[src/rtl/ysyx_23060111_ifu_pkg.sv]
// rtl/ysyx_23060111_ifu_pkg.sv - shared state encodings and constants for the fetch unit
package ysyx_23060111_ifu_pkg;

  typedef enum logic [2:0] {
    ST_BOOT = 3'd0,
    ST_REQ  = 3'd1,
    ST_WAIT = 3'd2,
    ST_HOLD = 3'd3,
    ST_WB   = 3'd4
  } ifu_state_e;

  localparam logic [31:0] NOP_INST         = 32'h0000_0013;
  localparam logic [31:0] DEFAULT_RESET_PC = 32'h8000_0000;

endpackage

[src/rtl/ysyx_23060111_ifu.sv]
// rtl/ysyx_23060111_ifu.sv - multi-cycle fetch unit; YSYX_23060111_IFU_MISALIGN_CHK_EN enables misaligned-fetch trapping
module ysyx_23060111_ifu
  import ysyx_23060111_ifu_pkg::*;
#(
  parameter logic [31:0] RESET_PC = DEFAULT_RESET_PC
) (
  input  logic        clk,
  input  logic        rst_n,
  output logic        imem_req_valid_o,
  input  logic        imem_req_ready_i,
  output logic [31:0] imem_addr_o,
  input  logic        imem_resp_valid_i,
  input  logic [31:0] imem_resp_data_i,
  output logic        inst_valid_o,
  input  logic        inst_ready_i,
  output logic [31:0] inst_o,
  output logic [31:0] pc_o,
  output logic [31:0] snpc_o,
  input  logic        dnpc_valid_i,
  input  logic [31:0] dnpc_i,
  output logic        fetch_exc_o
);

  ifu_state_e  state_q, state_d;
  logic [31:0] pc_q, pc_d;
  logic [31:0] inst_q, inst_d;
  logic        exc_q, exc_d;
  logic        misalign;

`ifdef YSYX_23060111_IFU_MISALIGN_CHK_EN
  assign misalign    = (pc_q[1:0] != 2'b00);
  assign imem_addr_o = pc_q;
`else
  assign misalign    = 1'b0;
  assign imem_addr_o = {pc_q[31:2], 2'b00};
`endif

  always_ff @(posedge clk or negedge rst_n) begin
    if (!rst_n) begin
      state_q <= ST_BOOT;
      pc_q    <= RESET_PC;
      inst_q  <= NOP_INST;
      exc_q   <= 1'b0;
    end else begin
      state_q <= state_d;
      pc_q    <= pc_d;
      inst_q  <= inst_d;
      exc_q   <= exc_d;
    end
  end

  always_comb begin
    state_d = state_q;
    pc_d    = pc_q;
    inst_d  = inst_q;
    exc_d   = exc_q;
    unique case (state_q)
      ST_BOOT: state_d = ST_REQ;
      ST_REQ: begin
        // A misaligned PC never reaches memory; a nop is handed off with the flag instead
        if (misalign) begin
          inst_d  = NOP_INST;
          exc_d   = 1'b1;
          state_d = ST_HOLD;
        end else if (imem_req_ready_i) begin
          state_d = ST_WAIT;
        end
      end
      ST_WAIT: begin
        if (imem_resp_valid_i) begin
          inst_d  = imem_resp_data_i;
          exc_d   = 1'b0;
          state_d = ST_HOLD;
        end
      end
      ST_HOLD: begin
        if (inst_ready_i) begin
          if (dnpc_valid_i) begin
            pc_d    = dnpc_i;
            state_d = ST_REQ;
          end else begin
            state_d = ST_WB;
          end
        end
      end
      ST_WB: begin
        if (dnpc_valid_i) begin
          pc_d    = dnpc_i;
          state_d = ST_REQ;
        end
      end
      default: state_d = ST_BOOT;
    endcase
  end

  assign imem_req_valid_o = (state_q == ST_REQ) && !misalign;
  assign inst_valid_o     = (state_q == ST_HOLD);
  assign inst_o           = inst_q;
  assign pc_o             = pc_q;
  assign snpc_o           = pc_q + 32'd4;
  assign fetch_exc_o      = exc_q;

endmodule

[config.mk]
export PLATFORM = sky130hd
export DESIGN_NAME = ysyx_23060111_ifu
export DESIGN_NICKNAME = d
export VERILOG_FILES = /design/src/rtl/ysyx_23060111_ifu_pkg.sv /design/src/rtl/ysyx_23060111_ifu.sv
export SDC_FILE = /design/constraint.sdc
export NUM_CORES = 1
export LEC_CHECK = 0
export ABC_CLOCK_PERIOD_IN_PS = 1600
export BUFFER_PORTS_ARGS = -buffer_cell sky130_fd_sc_hd__buf_2
export CELL_PAD_IN_SITES_DETAIL_PLACEMENT = 1
export CELL_PAD_IN_SITES_GLOBAL_PLACEMENT = 1
export CORE_MARGIN = 2
export CORE_UTILIZATION = 31
export CTS_BUF_LIST = sky130_fd_sc_hd__clkbuf_8
export CTS_CLUSTER_SIZE = 40
export DETAILED_ROUTE_END_ITERATION = 6
export PLACE_DENSITY_LB_ADDON = 0.1
export SYNTH_ARGS = -nofsm -noshare
export SYNTH_HDL_FRONTEND = slang
export SYNTH_SLANG_ARGS = --single-unit
[constraint.sdc]
create_clock -name clk -period 1.6 [get_ports clk]
set_input_delay 0.08 -clock clk [delete_from_list [all_inputs] [get_ports clk]]
set_output_delay 0.08 -clock clk [all_outputs]
set_load 0.03 [all_outputs]
=== Word level (Yosys, flattened, before mapping) ===
Cells that the tools add are included.

* Mux-type cells: 9
* Reductions and logical operators: 5
* Equality and inequality tests: 8
* Add/sub/neg operators: 1

{| class="wikitable"
|+ Operators by type and width
! operator !! count
|-
| 2-to-1 mux 32 bit || 2
|-
| one-hot mux 32 bit (2 select lines) || 1
|-
| adder 32 x 3 -> 32 bit, second input constant || 1
|-
| 2-to-1 mux 3 bit || 5
|-
| one-hot mux 3 bit (5 select lines) || 1
|-
| equality test 3 x 2 -> 1 bit, second input constant || 2
|-
| != test 2 x 1 -> 1 bit, second input constant || 2
|-
| != test 2 bit, second input constant || 2
|-
| AND reduction 2 bit || 2
|-
| AND reduction 4 bit || 1
|-
| equality test 3 x 1 -> 1 bit, second input constant || 1
|-
| equality test 3 bit, second input constant || 1
|-
| logical NOT 3 bit || 1
|-
| nonzero test 2 bit || 1
|}

* Logic and storage cells: 26
* Register bits after elaboration: 67
* Input bits: 70
* Output and inout port bits: 131

=== Depth between registers and ports, before layout ===
Gate-level depths: netlist (run 1).

* Word-level depth: 3
* Depth in mapped cells: 5

=== Worst setup path after synthesis (run 1) ===
OpenSTA, ideal clock, no wires.

* Kind: register to output
* Start point: register pc_q[4] (netlist: pc_o[4])
* End point: output port snpc_o[21]
* Required time: 1.520 ns
* Cell stages (with the launch flop): 6
* Setup slack: -0.480 ns
* Data arrival time: 2.000 ns
* Buffers on the path: 1
* Cells stage by stage: dfrtp_1 > clkbuf_2 > nand4_1 > nor4_4 > nand4_1 > xnor2_1

* Word-level cells in the longest chain between the ends: 1

{| class="wikitable"
|+ Ends and longest elaborated chain
! element !! line !! RTL
|-
| from (decl) || ysyx_23060111_ifu.sv:25 || <nowiki>logic [31:0] pc_q, pc_d;</nowiki>
|-
| from (signal assigned) || ysyx_23060111_ifu.sv:46 || <nowiki>pc_q <= pc_d;</nowiki>
|-
| adder 32 x 3 -> 32 bit || ysyx_23060111_ifu.sv:100 || <nowiki>assign snpc_o = pc_q + 32'd4;</nowiki>
|-
| to (decl) || ysyx_23060111_ifu.sv:18 || <nowiki>output logic [31:0] snpc_o,</nowiki>
|}

Every way passes these cells.

=== Worst setup path in the final report (run 1) ===
* Start point: register pc_q[5] (netlist: pc_o[5])
* End point: output port snpc_o[29]

Same word-level chain as after synthesis.

==> results of run 1 <==
cell usage after synthesis:
library cell  count
nand2_1           9
dfstp_2           4
nand4_1          14
and3b_4           1
nor3_1            1
nor4_4            2
inv_1             4
and3_1            6
xnor2_1          20
a22oi_1           1
clkbuf_1          1
dfrtp_1          63
nor2b_1           2
ha_1              1
conb_1            1
nor2_1            7
nor3_4            1
mux2_2           32
nand2b_1          1
and4_1            2
xor2_1            8
nand3_1           8
mux2_1            2
buf_4            38
buf_12            3
clkbuf_2          1
nor3b_1           1
a21oi_1           3
mux2_4           30
nand2_8           1
a22o_4            1
o21ai_0           1
sequential cells by signal, indices dropped and copies added (netlist names):
signal and count:
state_q 3, pc_o 32, inst_o 32
routing by layer:
layer / part of all wire [%] / vias to the layer above / global-route usage [%]
met3: 5.0 / 21 / 3.28
li1: - / 1537 / -
met4: 2.3 / 0 / 7.00
met1: 42 / 1618 / 22.6
met5: 0 / - / 0
met2: 50 / 123 / 32.8
worst max-delay path: cells and delay by family (launching register included):
kind	cells	cell delay (ns)
xor+xnor	1	0.19
buf+inv	4	0.62
flops	1	0.37
simple gates	3	0.52
kinds of logic after synthesis:
kind of cell	Yosys count	share of synthesized area (%)
other	1	0.105
xor gates and xnor gates	28	6.90
adders and majority gates	1	0.352
muxes	64	23.4
buffers and inverters	47	10.4
AOI/OAI and AO/OA	6	1.27
DFF	67	47.3
and+or+nand+nor	56	10.3
how the worst min path moves through the flow:
stage                  from                     end  slack (ns)  cells after the start
2_1_floorplan         rst_n  inst_o[10]$_DFFE_PN0P_       -0.22                      0
3_3_place_gp          rst_n    pc_o[24]$_DFFE_PN0P_        0.13                      2
3_5_place_dp          rst_n    pc_o[23]$_DFFE_PN0P_        0.14                      2
4_1_cts        inst_ready_i  state_q[1]$_DFFE_PN0P_        0.03                      4
5_1_grt        inst_ready_i  state_q[1]$_DFFE_PN0P_        0.06                      4
6_report       inst_ready_i  state_q[1]$_DFFE_PN0P_        0.05                      4
cell type report:
cell class / count / area share (%)
sequential: 67 / 25.2
clock buffer: 11 / 2.23
timing repair buffer: 346 / 38.5
tap: 143 / 2.64
clock inverter: 5 / 0.885
inverter: 4 / 0.221
multi-input combinational: 158 / 30.3
report_power, final:
part	internal (mW)	leakage [nW]	switching, mW
Sequential	2.63	0.774	0.535
Clock	0.810	0.106	0.693
Combinational	4.41	2.57	6.02
timing repair:
item | in CTS | in global routing
pin swaps | 25 | 17
setup endpoints to repair | 42 | 91
buffers inserted | 9 | 15
cloned | 2 | 3
hold buffers | 67 | 0
endpoints found under the hold margin | 129 | 0
gates resized for setup | 66 | 57
==> impl_metrics.tcl, run 1 <==
set metrics [dict create \
    status "complete, but fails checks" \
    violations "setup timing" \
    ant_nets 0 \
    worst-r2r-setup-slack_ns -0.02 \
    multi_input_area_mm2 0.00206 \
    fin_hold_ws_ns 0.0456 \
    die_w_um 111 \
    grt_max_degree 68 \
    timing.rr.end "pc_o[17]$_DFFE_PN0P_" \
    grt_pass1_wl_mm 18.1 \
    via_per_inst 4.49 \
    cellLeakagePower_nw 3.45 \
    endpoint "snpc_o[29]" \
    grt_overflow 0 \
    worstHoldPathType "in -> reg" \
    die_area_mm2 0.0123 \
    finalCritPeriodShare_pct 133 \
    dp_slack_ns -0.204 \
    cp_max_fo 3 \
    finalPower_mw 15.1 \
    critPathSlowestCell "dfrtp_2" \
    dr.pass1.iters 4 \
    routed_wirelength_mm 12.3 \
    stdcell_area_mm2 0.00679 \
    slowest_delay_ns 0.37 \
    htree_levels 3 \
    layout.nets 657 \
    netlist_instances 270 \
    ys_seq_elements 67 \
    synth_top_area_share_pct 44.3 \
    ys_seq_area_share_pct 47.3 \
    crit_chain "nand4_1, buf_4, nor4_4, buf_4, buf_4, nand4_1, xnor2_2, buf_6" \
    cts_buffers 9 \
    clk_latency_ns 0.35 \
    grt_usage_pct 18.5 \
    clock-sinks 67 \
    fin_crit_ns 2.12 \
    clockBufferDepth 2 \
    drt_iter0_markers 75 \
    grt_pass1_vias 3538 \
    portBuffers 197 \
    yosysUniqueCellTypes 32 \
    rsz0062_at_grt "true" \
    ff_latch_area_mm2 0.00171 \
    crit_required_ns 1.52 \
    critPathLaunchType "flip-flop" \
    clock.fmax_mhz 471 \
    synth.area.top_cells "dfrtp_1 44%, mux2_4 13%, mux2_2 10%" \
    synth_area_per_cell_um2 13.2 \
    cts_tree "done" \
    setup_violations 34 \
    crit_start "pc_o[5]$_DFFE_PN0P_" \
    clock-root-buffer "clkbuf_8" \
    r2r-start "state_q[1]$_DFFE_PN0P_" \
    mostFrequentLayoutCells "170 x buf_2, 67 x dlygate4sd3_1, 64 x buf_4" \
    num-fill-cells 1177 \
    fin_skew_ns 0.00720 \
    coreArea_mm2 0.0113 \
    via_count 3299 \
    drv_slew 0 \
    die_h_um 111 \
    worstSetupEndpointType "primary output" \
    ff2ff_path_depth 5 \
    ir_drop_uv 1420 \
    worst_ep_arrival_time_ns 2.04 \
    drc_errors 0 \
    path_common_cell "buf_4" \
    grt_antenna_before_repair 0 \
    fp-row-count 39 \
    gp_routability_congestion 0.755 \
    antenna_cells 0 \
    start_util_pct 31.4 \
    synth.cell_area_mm2 0.00356 \
    synthToLayoutAreaGrowth_pct 90.9 \
    dpl_cell_area_mm2 0.00517 \
    yosysTopAreaCell "dfrtp_1" \
    power_density_mw_per_mm2 2230 \
    finalHoldViolations 0 \
    maxCapViolations 0 \
    mostFrequentLayoutCell "buf_2" \
    fin_tns_setup_ns -9.24 \
    final_critical_path_setup_slack_ns -0.521 \
    drive_above_1_share_pct 72.8 \
    fin_util_pct 59.9 \
    fin_cells 734 \
    hpwl_mm 7.69 \
    dp.cells 623 \
    synth_warnings 0 \
    ioPinCount 201 \
    wl_per_cell_um 16.8 \
    cts.clk_slew.worst_paths_ns 0.08 \
    crit_type "reg -> out" \
]
Note: power is estimated with default switching activity, not from simulation.
==> inputs of run 2 (changes only) <==
- ABC_AREA: not set -> 1
- CORE_UTILIZATION: 31 -> 29
==> run 2 against run 1 <==
  * The flow still finishes with violations (setup timing)
  * Sequential power increased by 2%
  * Core utilization decreased by 8.3 points
  * Global-route usage increased by 0.94 points
  * Clock skew about the same
  * Critical path type unchanged
  * Critical endpoint unchanged
==> impl_metrics.tcl, run 2 <==
set metrics [dict create \
    status "complete, but fails checks" \
    violations "setup timing" \
    htree_levels 3 \
    finalCritPeriodShare_pct 113 \
    grt_usage_pct 19.5 \
    finalPower_mw 13.9 \
    crit_type "reg -> out" \
    grt_pass1_wl_mm 22.8 \
    path_buf_inv 1 \
    critPathSlowestCell "dfrtp_1" \
    wl_per_cell_um 14.5 \
    ir_drop_uv 1020 \
    critPathLaunchType "flip-flop" \
    worst_ep_arrival_time_ns 1.73 \
    p_sw_mw 7.25 \
    layout.nets 897 \
    dp.cells 900 \
    die_h_um 121 \
    path_common_cell "nand2_1" \
    async_flop_share_pct 100 \
    fin_skew_ns 0.00714 \
    cts_buffers 9 \
    fp-row-count 42 \
    ys_seq_area_share_pct 42.0 \
    die_area_mm2 0.0147 \
    netlist_instances 533 \
    via_count 4308 \
    clock-sinks 67 \
    worst-r2r-setup-slack_ns 0.20 \
    routed_wirelength_mm 14.6 \
    crit_chain "nand2_2, nor2_4, nand2_1, nor2_4, nand2_1, nand2_1, nand2_1, buf_4" \
    synthToLayoutAreaGrowth_pct 72.5 \
    endpoint "snpc_o[29]" \
    ys_seq_elements 67 \
    grt_max_degree 65 \
    cp_max_fo 4 \
    setup_violations 26 \
    synth_top_flop_cell "dfrtp_1" \
    yosysTopAreaCell "dfrtp_1" \
    maxCapViolations 0 \
    synth.cell_area_mm2 0.00400 \
    worstHoldPathType "in -> reg" \
    ioPinCount 201 \
    worstSetupEndpointType "primary output" \
    hpwl_mm 10.0 \
    clock-root-buffer "clkbuf_8" \
    grt_pass1_vias 4571 \
    synth.most_common_cell "nand2_1" \
    fin_util_pct 51.7 \
    drv_slew 0 \
    synth_top_area_share_pct 39.4 \
    critical_path_depth 8 \
    fin_cells 1007 \
    portBuffers 197 \
    via_per_inst 4.28 \
    slowest_delay_ns 0.42 \
    ff2ff_path_depth 7 \
    p_sw_share_pct 52.1 \
    clk_latency_ns 0.36 \
    crit_start "pc_o[10]$_DFFE_PN0P_" \
    drt_iter0_markers 98 \
    clkPwrFrac_pct 11.9 \
    fin_crit_ns 1.81 \
    cellLeakagePower_nw 3.76 \
    cts.clk_slew.worst_paths_ns 0.08 \
    start_util_pct 30.0 \
    finalHoldViolations 0 \
    die_w_um 121 \
    grt_antenna_before_repair 0 \
    crit_family "simple AND/OR/NAND/NOR gates" \
    crit_required_ns 1.52 \
    power_density_mw_per_mm2 2020 \
    drc_errors 0 \
    mostFrequentLayoutCells "171 x buf_2, 136 x nand2_1, 91 x inv_1" \
    synth_area_per_cell_um2 7.50 \
    num-fill-cells 1646 \
    p_int_mw 6.66 \
    final_critical_path_setup_slack_ns -0.215 \
    dr.pass1.iters 4 \
    synth_warnings 0 \
    clock.fmax_mhz 551 \
    dp_slack_ns 0.0134 \
    yosysUniqueCellTypes 25 \
    pwr-share-seq_pct 23.2 \
    grt_overflow 0 \
    coreArea_mm2 0.0133 \
    rsz0062_at_grt "true" \
    mostFrequentLayoutCell "buf_2" \
    synth-edff-count 0 \
    r2r-start "state_q[1]$_DFFE_PN0P_" \
    drive_above_1_share_pct 49.2 \
    timing.rr.end "pc_o[4]$_DFFE_PN0P_" \
    ant_nets 0 \
    cts_tree "done" \
    synth_common_cells "163 x nand2_1, 91 x inv_1, 63 x dfrtp_1" \
    gp_routability_congestion 0.792 \
    antenna_cells 0 \
    synth.area.top_cells "dfrtp_1 39%, nand2_1 15%, inv_1 8.5%" \
    combPwrFrac_pct 64.8 \
    clockBufferDepth 2 \
]
==> run 2: cell types whose count changed after synthesis, sizes merged, moves of 5 or more <==
cell / change
xnor2: -14
and3: -6
inv: +88
o21ai: +68
nand3: +8
nand3b: +5
nand2: +157
mux2: -64
nor2: +45
nand4: -14
==> run 2: timing repair <==
| item | CTS | global route |
|---|---|---|
| resized for setup | 94 | 65 |
| buffers inserted | 18 | 8 |
| hold buffers | 65 | 0 |
| endpoints found under the hold margin | 96 | 0 |
| setup endpoints to repair | 26 | 41 |
| pin swaps | 19 | 34 |
==> run 2: worst min path at each step <==
stage,startpoint,end,slack (ns),cells past startpoint
detailed placement,rst_n,pc_o[4]$_DFFE_PN0P_,0.09,1
global placement,rst_n,pc_o[4]$_DFFE_PN0P_,0.09,1
floorplan,rst_n,inst_o[10]$_DFFE_PN0P_,-0.22,0
global route,dnpc_valid_i,state_q[2]$_DFFE_PN0P_,0.06,4
CTS,dnpc_valid_i,state_q[2]$_DFFE_PN0P_,0.02,4
finish,dnpc_valid_i,state_q[2]$_DFFE_PN0P_,0.03,4
==> run 2: area by class of cell <==
| cell class | count | area [um^2] | share of cell area (%) |
|---|---|---|---|
| Timing Repair Buffer | 327 | 2340 | 33.9 |
| Clock inverter | 5 | 76.3 | 1.11 |
| Tap cell | 176 | 220 | 3.19 |
| Clock buffer | 11 | 151 | 2.19 |
| Inverter | 92 | 345 | 5.00 |
| Multi-Input combinational cell | 329 | 2080 | 30.1 |
| Sequential cell | 67 | 1700 | 24.6 |
==> run 2: power by group through the flow <==
stage               clock, mW  sequential [mW]  combinational [mW]
CTS                      1.70             3.20                8.66
finish                   1.66             3.23                9.02
global placement            0             3.16                7.81
global route             1.79             3.35                9.64
floorplan                   0             4.72                4.08
detailed placement          0             3.20                7.87
==> run 2: worst register-to-register path, delay by kind of cell (launching register included) <==
family / cells / cell delay [ns]
AND/OR/NAND/NOR: 5 / 0.56
flip-flops: 1 / 0.43
buffers and inverters: 1 / 0.26
AO/OA/AOI/OAI: 1 / 0.08
==> run 2: cells by family after synthesis <==
group / Yosys count / share of synthesized area [%]
compound gates: 70 / 11.8
xor+xnor: 15 / 3.28
fa+ha+maj: 1 / 0.313
buf+inv: 139 / 17.6
flops: 67 / 42.0
other cells: 1 / 0.0937
simple gates: 240 / 24.8
==> run 2: through the flow <==
step	area (um^2)	hold WS, ns	setup TNS, ns
4_1_cts	6600	0.0152	-4.50
2_1_floorplan	4110	-0.216	-0.240
5_1_grt	6900	0.0588	-6.73
3_3_place_gp	5290	0.0862	0
3_5_place_dp	5290	0.0868	0
6_report	6900	0.0288	-4.12
==> run 2: routing by layer <==
layer	vias up	track usage [%]	wire, um
met2	125	35.4	7720
li1	2143	-	-
met3	12	5.03	812
met5	-	0	0
met1	2028	22.9	5940
met4	0	4.53	133
